--- src/rtl/instr_fetch_issue.sv ---
// Instruction fetch/issue front end: PC register, req/ack imem fetch, field split and valid/ready issue.
// Optional fetch watchdog enabled by defining FETCH_TIMEOUT_EN.
module instr_fetch_issue #(
   parameter int                ADDR_W      = 32,
   parameter logic [ADDR_W-1:0] RESET_PC    = '0,
   parameter int                TIMEOUT_CYC = 16
) (
   input  logic              clk,
   input  logic              rst,
   output logic              imem_req,
   output logic [ADDR_W-1:0] imem_addr,
   input  logic [31:0]       imem_rdata,
   input  logic              imem_ack,
   output logic              instr_valid,
   input  logic              issue_ready,
   output logic [5:0]        op_code,
   output logic [5:0]        func_code,
   output logic [4:0]        rs,
   output logic [4:0]        rt,
   output logic [4:0]        rd,
   output logic [15:0]       imm16,
   output logic [ADDR_W-1:0] pc_out,
   input  logic              Branch,
   input  logic              PC_WE,
   input  logic              alu_zero,
   output logic              halted,
   output logic              fetch_err,
   output logic [31:0]       instr_count
);

   typedef enum logic [1:0] {S_IDLE, S_REQ, S_ISSUE, S_HALT} state_t;

   localparam logic [5:0] OP_HALT = 6'b111111;

   state_t                   state;
   logic [ADDR_W-1:0]        pc;
   logic [31:0]              instr;
   logic [ADDR_W-1:0]        pc_seq;
   logic [ADDR_W-1:0]        pc_br;
   logic signed [ADDR_W-1:0] br_off;

   if (RESET_PC[1:0] != 2'b00) begin : g_bad_reset_pc
      $error("RESET_PC must be word aligned");
   end
   if (TIMEOUT_CYC < 1) begin : g_bad_timeout
      $error("TIMEOUT_CYC must be at least 1");
   end

`ifdef FETCH_TIMEOUT_EN
   localparam int CNT_W = $clog2(TIMEOUT_CYC + 1);
   logic [CNT_W-1:0] tcnt;
`else
   assign fetch_err = 1'b0;
`endif

   // Word offset of a taken branch, sign-extended to the PC width; wraps modulo 2^ADDR_W.
   assign br_off    = {{(ADDR_W-18){instr[15]}}, instr[15:0], 2'b00};
   assign pc_seq    = pc + ADDR_W'(4);
   assign pc_br     = pc_seq + $unsigned(br_off);

   assign imem_addr = pc;
   assign pc_out    = pc;
   assign op_code   = instr[31:26];
   assign rs        = instr[25:21];
   assign rt        = instr[20:16];
   assign rd        = instr[15:11];
   assign imm16     = instr[15:0];
   assign func_code = instr[5:0];

   always_ff @(posedge clk) begin
      if (rst) begin
         state       <= S_IDLE;
         pc          <= RESET_PC;
         instr       <= '0;
         imem_req    <= 1'b0;
         instr_valid <= 1'b0;
         halted      <= 1'b0;
         instr_count <= '0;
`ifdef FETCH_TIMEOUT_EN
         tcnt        <= '0;
         fetch_err   <= 1'b0;
`endif
      end else begin
         case (state)
            S_IDLE: begin
               state    <= S_REQ;
               imem_req <= 1'b1;
`ifdef FETCH_TIMEOUT_EN
               tcnt     <= '0;
`endif
            end
            S_REQ: begin
               if (imem_ack) begin
                  instr       <= imem_rdata;
                  state       <= S_ISSUE;
                  imem_req    <= 1'b0;
                  instr_valid <= 1'b1;
               end
`ifdef FETCH_TIMEOUT_EN
               else if (tcnt == CNT_W'(TIMEOUT_CYC - 1)) begin
                  state     <= S_HALT;
                  imem_req  <= 1'b0;
                  halted    <= 1'b1;
                  fetch_err <= 1'b1;
               end else begin
                  tcnt <= tcnt + 1'b1;
               end
`endif
            end
            S_ISSUE: begin
               if (issue_ready) begin
                  instr_valid <= 1'b0;
                  instr_count <= instr_count + 32'd1;
                  if (instr[31:26] == OP_HALT) begin
                     state  <= S_HALT;
                     halted <= 1'b1;
                  end else begin
                     // Without PC_WE the same word is refetched.
                     state    <= S_REQ;
                     imem_req <= 1'b1;
`ifdef FETCH_TIMEOUT_EN
                     tcnt     <= '0;
`endif
                     if (PC_WE) pc <= (Branch && alu_zero) ? pc_br : pc_seq;
                  end
               end
            end
            default: begin
               state <= S_HALT;
            end
         endcase
      end
   end

endmodule

--- config.mk ---
export PLATFORM = sky130hd
export DESIGN_NAME = instr_fetch_issue
export DESIGN_NICKNAME = d
export VERILOG_FILES = /design/src/rtl/instr_fetch_issue.sv
export SDC_FILE = /design/constraint.sdc
export NUM_CORES = 1
export LEC_CHECK = 0
export ABC_AREA = 1
export CAP_MARGIN = 20
export CORE_ASPECT_RATIO = 1.25
export CORE_MARGIN = 2
export CORE_UTILIZATION = 60
export DETAILED_ROUTE_END_ITERATION = 8
export DONT_BUFFER_PORTS = 1
export PLACE_DENSITY = 0.86
export SYNTH_ARGS = -nofsm -noshare
export SYNTH_HDL_FRONTEND = slang
export SYNTH_SLANG_ARGS = --single-unit
export TNS_END_PERCENT = 10
--- constraint.sdc ---
create_clock -name clk -period 5.45 [get_ports clk]
set_input_delay 0.8175 -clock clk [delete_from_list [all_inputs] [get_ports clk]]
set_output_delay 0.8175 -clock clk [all_outputs]
set_load 0.01 [all_outputs]
==> results.json <==
{
  "ant_nets": 0,
  "placed_area_um2": 7445,
  "rsz0062_at_grt": "no",
  "clkPwrFrac": 0.431,
  "routed_wl_um": 23060,
  "ys_types": 39,
  "wl_per_cell_um": 16.87,
  "start_util": 0.6101,
  "nets": 1272,
  "vias_per_cell": 5.775,
  "n_fill_cell": 1241,
  "startpoint_type": "register",
  "seqPwrFrac": 0.481,
  "hold_violations": 0,
  "final_util": 0.6210,
  "crit_path_end_kind": "register",
  "yosysTopAreaCell": "dfxtp_1",
  "n_antenna_cell": 0,
  "period_share": 0.6347,
  "dp_hpwl_um": 17730,
  "switching_share": 0.2870,
  "syn2layout_area_growth_pct": 1.782,
  "required_ns": 5.74,
  "synth_area_um2": 7655,
  "power_density_nw_per_um2": 208.8,
  "worstSkewPairLatency_ns": 0.36,
  "clock-skew-final_ns": 0.01488,
  "syn_avg_cell_area_um2": 6.124,
  "tightest_slew_ns": 0.9102,
  "row_count": 46,
  "hold_class": "reg2reg",
  "drt_iter0_drc": 582,
  "finalMaxSlewViolations": 0,
  "period_needed_ns": 3.459,
  "synth-async-reset-ratio": 0,
  "leakage_nw": 3.557,
  "numCtsBuffers": 9,
  "worstPathCellList": "ha_1 -> nand3_1 -> inv_1 -> nand2_1 -> xor2_1 -> ha_1 -> nand2_1 -> inv_1 -> a21oi_1 -> nand3_1 -> nand2_1 -> nand2_1 -> nand2_1 -> nand3_1 -> a21oi_1",
  "vias": 7895,
  "die_area_um2": 13680,
  "power_frac_comb": 0.088,
  "h-tree-depth": 3,
  "grt_pass1_vias": 7477,
  "yosysSeqAreaShare": 0.2589,
  "yosys-top-cells-count": "nand2_1, inv_1, nor2_1, a21oi_1, dfxtp_1",
  "ys_warn_count": 0,
  "tns_ns": 0,
  "cts-root-buf": "clkbuf_16",
  "worstPathMaxFanout": 6,
  "vdd_drop_max_v": 0.0002049,
  "critPathKind": "reg2reg",
  "synth_edf_count": 0,
  "drive_above_1_share": 0.04087,
  "cts_hold_buf": 0,
  "finalInstanceArea_um2": 7791,
  "critPathSlowestCell": "dfxtp_1",
  "place.gp.congestion": 1.056,
  "max_cap_violations": 0,
  "outcome": "complete, no violations",
  "max_freq_ghz": 0.2891,
  "ios": 182,
  "portBuffers": 0,
  "cp_slowest_stage_delay_ns": 0.62,
  "first_pass_iters": 5,
  "antenna_found_initial": 0,
  "grt_pass1_wl_um": 36450,
  "cts_setup_buffers": 0,
  "coreArea_um2": 12550,
  "regArea_um2": 1982,
  "grt_usage": 0.3369,
  "synthTopCellsByArea": "dfxtp_1, nand2_1, inv_1",
  "slew_headroom": 0.3895,
  "die_h_um": 130.3,
  "drcViolationCount": 0,
  "power.internal_mw": 1.160,
  "postSynthCellCount": 1250,
  "switchingPower_mw": 0.4669,
  "clkSinkCount": 99,
  "synth_ff_type": "dfxtp_1",
  "grt_start_max_net_pins": 55,
  "synth_top_area_frac": 0.2589,
  "post_cts_resized": 0,
  "arrival_ns": 3.75,
  "cts_tree": "done",
  "hold_ws_ns": 0.5077,
  "setup_viol": 0,
  "dieWidth_um": 105.0,
  "path_common_cell": "nand2_1",
  "multiInputGateArea_um2": 4647,
  "ys_ff_latch": 99,
  "clockBufferDepth": 2,
  "synth.most_common_cell": "nand2_1",
  "globalRouteOverflowTotal": 0,
  "clk_pin_slew_ns": 0.08
}
## sequential cells by signal (all words and copies together) (netlist names)
signal,count
state,2
instr,32
instr_count,32
instr_valid,1
imem_req,1
imem_addr,30
halted,1
## worst max-delay path: cells and delay by family, from the launching register on
family                   cells  cell delay (ns)
flip-flops                   1             0.62
buffers and inverters        2             0.23
XOR/XNOR                     1             0.41
AO/OA/AOI/OAI                2             0.38
adder cells (fa/ha/maj)      2             0.66
AND/OR/NAND/NOR              8             1.10
## area by class of cell
cell class,instances,share of cell area
multi-input cells,925,0.5964
flip-flops and latches,99,0.2544
inverters,155,0.07484
clock buffers,9,0.02891
well taps,168,0.02698
clock inverters,7,0.01204
repair buffers,4,0.006424
## power groups by stage
stage | Combinational, mW | Sequential [mW] | Clock (mW)
after CTS | 0.134 | 0.786 | 0.702
after detailed placement | 0.134 | 0.802 | 0
after global routing | 0.161 | 0.785 | 0.725
final | 0.144 | 0.782 | 0.701
after floorplan | 0.127 | 0.786 | 0
after global placement | 0.131 | 0.802 | 0
## placed cells by master, fill, tap and decap left out, types with 4 or more instances in the layout
cell / instances
nor4_1: 4
nor3_1: 23
nor2_4: 5
or2_2: 9
and2_1: 5
nand4_1: 19
ha_1: 38
nand3b_1: 10
inv_1: 150
a31oi_1: 16
dfxtp_1: 99
clkbuf_16: 9
o21ai_0: 48
nand3_1: 71
xor2_1: 29
nor2_1: 113
nand2_1: 399
xnor2_1: 6
a21oi_1: 100
conb_1: 5
o21bai_1: 7
## path summary, 6_finish.rpt
path | endpoint | slack [ns] | cells past startpoint | from
setup / recovery | imem_addr[20]$_SDFFE_PP0P_ | 1.99 | 15 | imem_addr[3]$_SDFFE_PP0P_
setup reg to reg | imem_addr[20]$_SDFFE_PP0P_ | 1.99 | 15 | imem_addr[3]$_SDFFE_PP0P_
hold / removal | instr_valid$_SDFFE_PP0P_ | 0.51 | 2 | instr_valid$_SDFFE_PP0P_
hold reg to reg | instr_valid$_SDFFE_PP0P_ | 0.51 | 2 | instr_valid$_SDFFE_PP0P_
## cell families (layout without fill, tap and decap cells)
group | after synthesis | count (layout) | share of synthesized area
simple gates | 670 | 670 | 0.3782
buf+inv | 230 | 175 | 0.1360
compound gates | 176 | 176 | 0.1216
flops | 99 | 99 | 0.2589
fa+ha+maj | 39 | 39 | 0.06473
xor+xnor | 35 | 35 | 0.04005
other cells | 1 | 5 | 0.0004899
## layer usage
layer / wire length, um / part of all wire / global-route usage
met1: 8340 / 0.36 / 0.3486
met2: 10930 / 0.47 / 0.5798
met3: 1984 / 0.086 / 0.09491
met4: 1808 / 0.078 / 0.2620
met5: 0 / 0 / 0
## per-stage QoR
| step | cells | total power, mW | setup slack (ns) |
|---|---|---|---|
| 5_1_grt | 1367 | 1.672 | 1.696 |
| 4_1_cts | 1366 | 1.622 | 2.046 |
| 3_5_place_dp | 1350 | 0.9361 | 2.077 |
| 3_3_place_gp | 1350 | 0.9332 | 2.088 |
| 6_report | 1367 | 1.627 | 1.991 |
| 2_1_floorplan | 1254 | 0.9126 | 2.909 |
(Power assumes the default switching activity.)
